===== src/rtl/tff_chain.sv =====
// tff_chain: a row of STAGES toggle flops with four behaviours.
// The behaviours are a rippling toggle chain, an up counter, a down counter
// and a freeze. The block also has a terminal-count pulse, a sticky wrap flag,
// a parallel load and an asynchronous active-low reset.
module tff_chain #(
   parameter int STAGES = 4
) (
   input  logic              clk,
   input  logic              rst,
   input  logic              data,
   input  logic              en,
   input  logic [1:0]        mode,
   input  logic              load,
   input  logic [STAGES-1:0] load_val,
   output logic [STAGES-1:0] q,
   output logic              tc,
   output logic              ovf
);

   localparam logic [1:0] MODE_CHAIN  = 2'd0;
   localparam logic [1:0] MODE_UP     = 2'd1;
   localparam logic [1:0] MODE_DOWN   = 2'd2;
   localparam logic [1:0] MODE_FREEZE = 2'd3;

   // Chain: stage 0 follows the request, and each later stage follows the
   // pre-edge value of the stage before it. Propagation is one stage per edge.
   function automatic logic [STAGES-1:0] chain_mask(input logic [STAGES-1:0] v,
                                                    input logic d);
      logic [STAGES-1:0] m;
      m[0] = d;
      for (int i = 1; i < STAGES; i++) begin
         m[i] = v[i-1];
      end
      return m;
   endfunction

   // Up count: stage i toggles when every lower stage is one.
   function automatic logic [STAGES-1:0] up_mask(input logic [STAGES-1:0] v);
      logic [STAGES-1:0] m;
      logic              carry;
      carry = 1'b1;
      for (int i = 0; i < STAGES; i++) begin
         m[i]  = carry;
         carry = carry & v[i];
      end
      return m;
   endfunction

   // Down count: stage i toggles when every lower stage is zero.
   function automatic logic [STAGES-1:0] down_mask(input logic [STAGES-1:0] v);
      logic [STAGES-1:0] m;
      logic              borrow;
      borrow = 1'b1;
      for (int i = 0; i < STAGES; i++) begin
         m[i]   = borrow;
         borrow = borrow & ~v[i];
      end
      return m;
   endfunction

   logic [STAGES-1:0] toggle;
   logic              wrap;

   // Work out which stages toggle on this edge, and whether the count wraps.
   always_comb begin
      toggle = '0;
      wrap   = 1'b0;
      case (mode)
         MODE_CHAIN: toggle = chain_mask(q, data);
         MODE_UP: begin
            if (data) begin
               toggle = up_mask(q);
               wrap   = &q;
            end
         end
         MODE_DOWN: begin
            if (data) begin
               toggle = down_mask(q);
               wrap   = ~|q;
            end
         end
         default: toggle = '0;
      endcase
   end

   // State update, in priority order: reset, load, enable, then the mode action.
   always_ff @(posedge clk or negedge rst) begin
      if (!rst) begin
         q   <= '0;
         tc  <= 1'b0;
         ovf <= 1'b0;
      end else if (load) begin
         q   <= load_val;
         tc  <= 1'b0;
         ovf <= 1'b0;
      end else if (en) begin
         q <= q ^ toggle;
         case (mode)
            MODE_UP, MODE_DOWN: begin
               tc <= wrap;
               if (wrap) ovf <= 1'b1;
            end
            MODE_FREEZE: tc <= 1'b0;
            default:     tc <= 1'b0;
         endcase
      end
   end

endmodule


===== config.mk =====
export PLATFORM = sky130hd
export DESIGN_NAME = tff_chain
export DESIGN_NICKNAME = d
export VERILOG_FILES = /design/src/rtl/tff_chain.sv
export SDC_FILE = /design/constraint.sdc
export NUM_CORES = 1
export LEC_CHECK = 0
export ABC_AREA = 1
export ABC_CLOCK_PERIOD_IN_PS = 2970
export CORE_MARGIN = 1.5
export CORE_UTILIZATION = 25
export DETAILED_ROUTE_END_ITERATION = 7
export GPL_TIMING_DRIVEN = 0
export SYNTH_ARGS = -nofsm -noshare
export SYNTH_HDL_FRONTEND = slang
export SYNTH_SLANG_ARGS = --single-unit
export TNS_END_PERCENT = 5

===== constraint.sdc =====
create_clock -name clk -period 2.97 [get_ports clk]
set_clock_uncertainty 0.1 [all_clocks]
set_input_delay 0.297 -clock clk [delete_from_list [all_inputs] [get_ports clk]]
set_output_delay 0.297 -clock clk [all_outputs]
set_load 0.1 [all_outputs]

Yosys cells after proc, flatten, opt, wreduce, memory -nomap -nowiden
Index checks and enable logic that the tools add are counted.
{"block": "op_classes", "reduce_logical": 9, "n_eq_ne": 2, "n_bitwise": 8, "mux": 15}
{"cell": "two-way mux 4 bit", "count": 4}
{"cell": "one-hot mux 4 bit (3 select lines)", "count": 1}
{"cell": "two-way mux 1 bit", "count": 9}
{"cell": "nonzero test 2 bit", "count": 3}
{"cell": "bitwise AND 1 bit", "count": 4}
{"cell": "AND reduction 4 bit", "count": 1}
{"cell": "OR reduction 4 bit", "count": 1}
{"cell": "bitwise XOR 4 bit", "count": 1}
{"cell": "inverter 1 bit", "count": 3}
{"cell": "AND reduction 3 bit", "count": 1}
{"cell": "== test 2 x 1 -> 1 bit (second input constant)", "count": 1}
{"cell": "== test 2 bit (second input constant)", "count": 1}
{"cell": "logical NOT 2 bit", "count": 1}
{"cell": "one-hot mux 1 bit (2 select lines)", "count": 1}
{"cell": "OR reduction 2 bit", "count": 1}
{"cell": "logical NOT 1 bit", "count": 1}
{"block": "word_totals", "out_inout_bits": 6, "elab_cells": 37, "reg_bits": 6, "inputBits": 11}

Depth between registers and ports, before layout
{"block": "depth", "depth_word": 8, "depth_mapped": 10, "ltp_nobuf": 10}

Worst setup path after synthesis
Ideal clock, no wire load.
{"block": "synth_path", "path_kind": "reg-to-reg", "start": "register q[0]", "end": "register q[2]", "stages_incl_launch_ff": 6, "n_path_buf": 0, "period_less_slack_ps": 1781, "arrival_time_ps": 1557, "setup_slack_ps": 1189, "setup_time_ps": 125, "cell_sequence": "dfrtp_1 > nand4_1 > nand3_1 > nand3_1 > nand3_1 > nand2_1"}
{"block": "synth_via", "elab_chain_len": 7, "elab_cells_between_ends": 9, "cone_classes": "mux (5); bitwise (4)"}
{"element": "from (decl)", "line": "15", "text": "output logic [STAGES-1:0] q,"}
{"element": "from (signal assigned)", "line": "93", "text": "q <= load_val;"}
{"element": "from (signal assigned)", "line": "97", "text": "q <= q ^ toggle;"}
{"element": "inverter 1 bit", "line": "56", "text": "borrow = borrow & ~v[i];"}
{"element": "bitwise AND 1 bit", "line": "56"}
{"element": "two-way mux 4 bit", "line": "77", "text": "if (data) begin"}
{"element": "one-hot mux 4 bit (3 select lines) (*)", "line": "68", "text": "case (mode)"}
{"element": "bitwise XOR 4 bit (*)", "line": "97"}
{"element": "two-way mux 4 bit (*)", "line": "96", "text": "end else if (en) begin"}
{"element": "two-way mux 4 bit (*)", "line": "92", "text": "end else if (load) begin"}
Every way passes the cells marked *; elsewhere a longest branch is shown, timed or not. The select of a mux whose other input is x is not followed.
A chain may end at the register's enable or synchronous reset.

Worst setup path in the final report
{"block": "layout_path", "start": "register q[0]", "end": "output q[0]"}
No word-level cell between the ends.

==> metrics <==
share of layout cells above drive strength 1 0.0674; total CTS buffers 3; max-slew violations 0; Fin Hold WS 0.197 ns; Sinks on Clock Net 6; Seq/Total Area, Yosys 0.316; RSZ-0062 raised after global routing no; Slew HR 0.351; Die H 46.6 µm; first-pass GRT wire length 1970 µm; Crit path required time 2.57 ns; Pre-antenna DRT Iters 4; Worst Setup Slack, final 0.691 ns; Routed Antenna Nets 0; std cell rows 15; Diodes inserted 0; largest fanout on the critical path 8; largest net degree at the start of global routing 9; Placement Setup Slack 0.942 ns; Critical Path Max Stage Delay 1.18 ns; Worst Setup Start Kind register; number of setup buffers added after CTS 0; Slowest cell on crit path clkdlybuf4s50_1; count of state elements after synthesis 6; Final Wtd Congestion 0.745; fmax 439 MHz; clock root buffer clkbuf_4; mean area per synthesized cell 6.79 µm²; CTS tree built; CP endpoint kind primary output; via count 522; setup TNS 0 ns; post-CTS sizing 0; area taken by multi-input logic gates 283 µm²; minimum clock period 2.28 ns; library cells used by synthesis 16; grt total ovfl 0; Fin. Hold Viols 0; WP depth 1; Sequential Area 150 µm²; Routed WL 1200 µm; WP data arrival 1.88 ns; setup violators final 0; Mapped Nets 85; Die ar. 2170 µm²; Ys Warns 0; wire per inst 10.5 µm; area grow syn2layout 45.0%; static leakage 0.329 nW; vias in the first global route 492; Starting Density 0.270; fillers 193; maxcap violations 0; delay-heaviest family, CP buffers and inverters; Hold Buf Count CTS 0; clock-pin slew on the worst setup and hold paths 0.05 ns; post-route clock period utilization 0.767; worst-margin pin slew 0.970 ns; count of input and output buffers 16; CP Class register to primary output; worst-path cell chain clkdlybuf4s50_1; Core Area 1760 µm²; DRC 0; Total GRT Usage 0.128; DRT iter0 DRCs 22; crit path buf inv count 1; top area cells in the synthesized netlist dfrtp_1 32%, nand2_1 15%, nand3_1 12%; initial antenna violation count 0; flop2flop setup slack 1.71 ns; PD cells 443 nW/µm²; Synth area leader dfrtp_1; I/O pin count 17; dpl hpwl 961 µm; Post-Synthesis Cells 70; clock tree buffer depth 2; H-tree depth 1; Total Power 306 µW; Peak supply drop 0.163 mV; post-synth design cell area 475 µm²; r2r worst-path depth 6; status completed; Clk Latency, worst-skew pair 0.24 ns; Final nets 106; Worst Hold Class input pin to async pin; DR vias/cell 4.58; area share of the largest cell type after synthesis 0.316; die width 46.6 µm
[cells in the mapped netlist, drive strengths merged]
cell    instances
clkinv          2
ha              4
a22oi           4
nand4           2
nand3          11
dfrtp           6
inv             9
nor2            6
nand3b          1
a21oi           1
nand2          20
o21ai           4
[kinds of logic after synthesis]
logic type	after synthesis	share of synthesized area
AND/OR/NAND/NOR	40	0.374
buffers and inverters	11	0.0895
AO/OA/AOI/OAI	9	0.116
flip-flops	6	0.316
adder cells (fa/ha/maj)	4	0.105
[sequential cells by signal (all words and copies together), names as in the netlist]
register  cells
ovf           1
q             4
tc            1
[layout make-up]
class | count | share of cell area
clock buffer | 3 | 0.0327
sequential | 6 | 0.218
timing repair buffer | 16 | 0.232
multi-input combinational | 53 | 0.410
tap | 25 | 0.0454
inverter | 11 | 0.0617
[power breakdown]
part	total [mW]	internal (mW)	switching, mW
clock	0.0754	0.0457	0.0296
combinational	0.130	0.0404	0.0898
sequential	0.100	0.0890	0.0110
total	0.306	0.175	0.130
[per-stage QoR]
stage | cell area [µm²] | cells | utilization
finish | 689 | 114 | 0.391
global route | 689 | 114 | 0.391
CTS | 689 | 114 | 0.391
detailed placement | 667 | 111 | 0.378
global placement | 667 | 111 | 0.378
floorplan | 475 | 70 | -
[final timing paths]
path,end,startpoint
worst max-delay path,q[0],q[0]$_DFFE_PN0P_
worst min-delay path,q[1]$_DFFE_PN0P_,rst
worst max register to register,q[2]$_DFFE_PN0P_,q[0]$_DFFE_PN0P_
worst min register to register,tc$_DFFE_PN0P_,tc$_DFFE_PN0P_
max in group asynchronous,ovf$_DFFE_PN0P_,rst
min in group clk,tc$_DFFE_PN0P_,tc$_DFFE_PN0P_
[routing by layer]
metal | GRT usage | share of wire | up-vias | wire length (µm)
met4 | 0.0500 | 0 | 0 | 0
met1 | 0.156 | 0.45 | 244 | 541
met5 | 0 | 0 | - | 0
met3 | 0.0275 | 0.030 | 0 | 36
met2 | 0.217 | 0.52 | 7 | 618
li1 | - | - | 271 | -
[layout by cell type (no fill, tap or decap), types with 2 or more instances in the layout]
cell type        Yosys  layout
dfrtp_1              6       6
a22oi_1              4       4
inv_1                9       9
clkdlybuf4s50_1      0      16
nand2_1             19      19
clkbuf_4             0       3
o21ai_1              3       3
nand4_1              2       2
nor2_1               5       5
nand3_1             11      11
ha_1                 4       4
(Power assumes the default switching activity.)
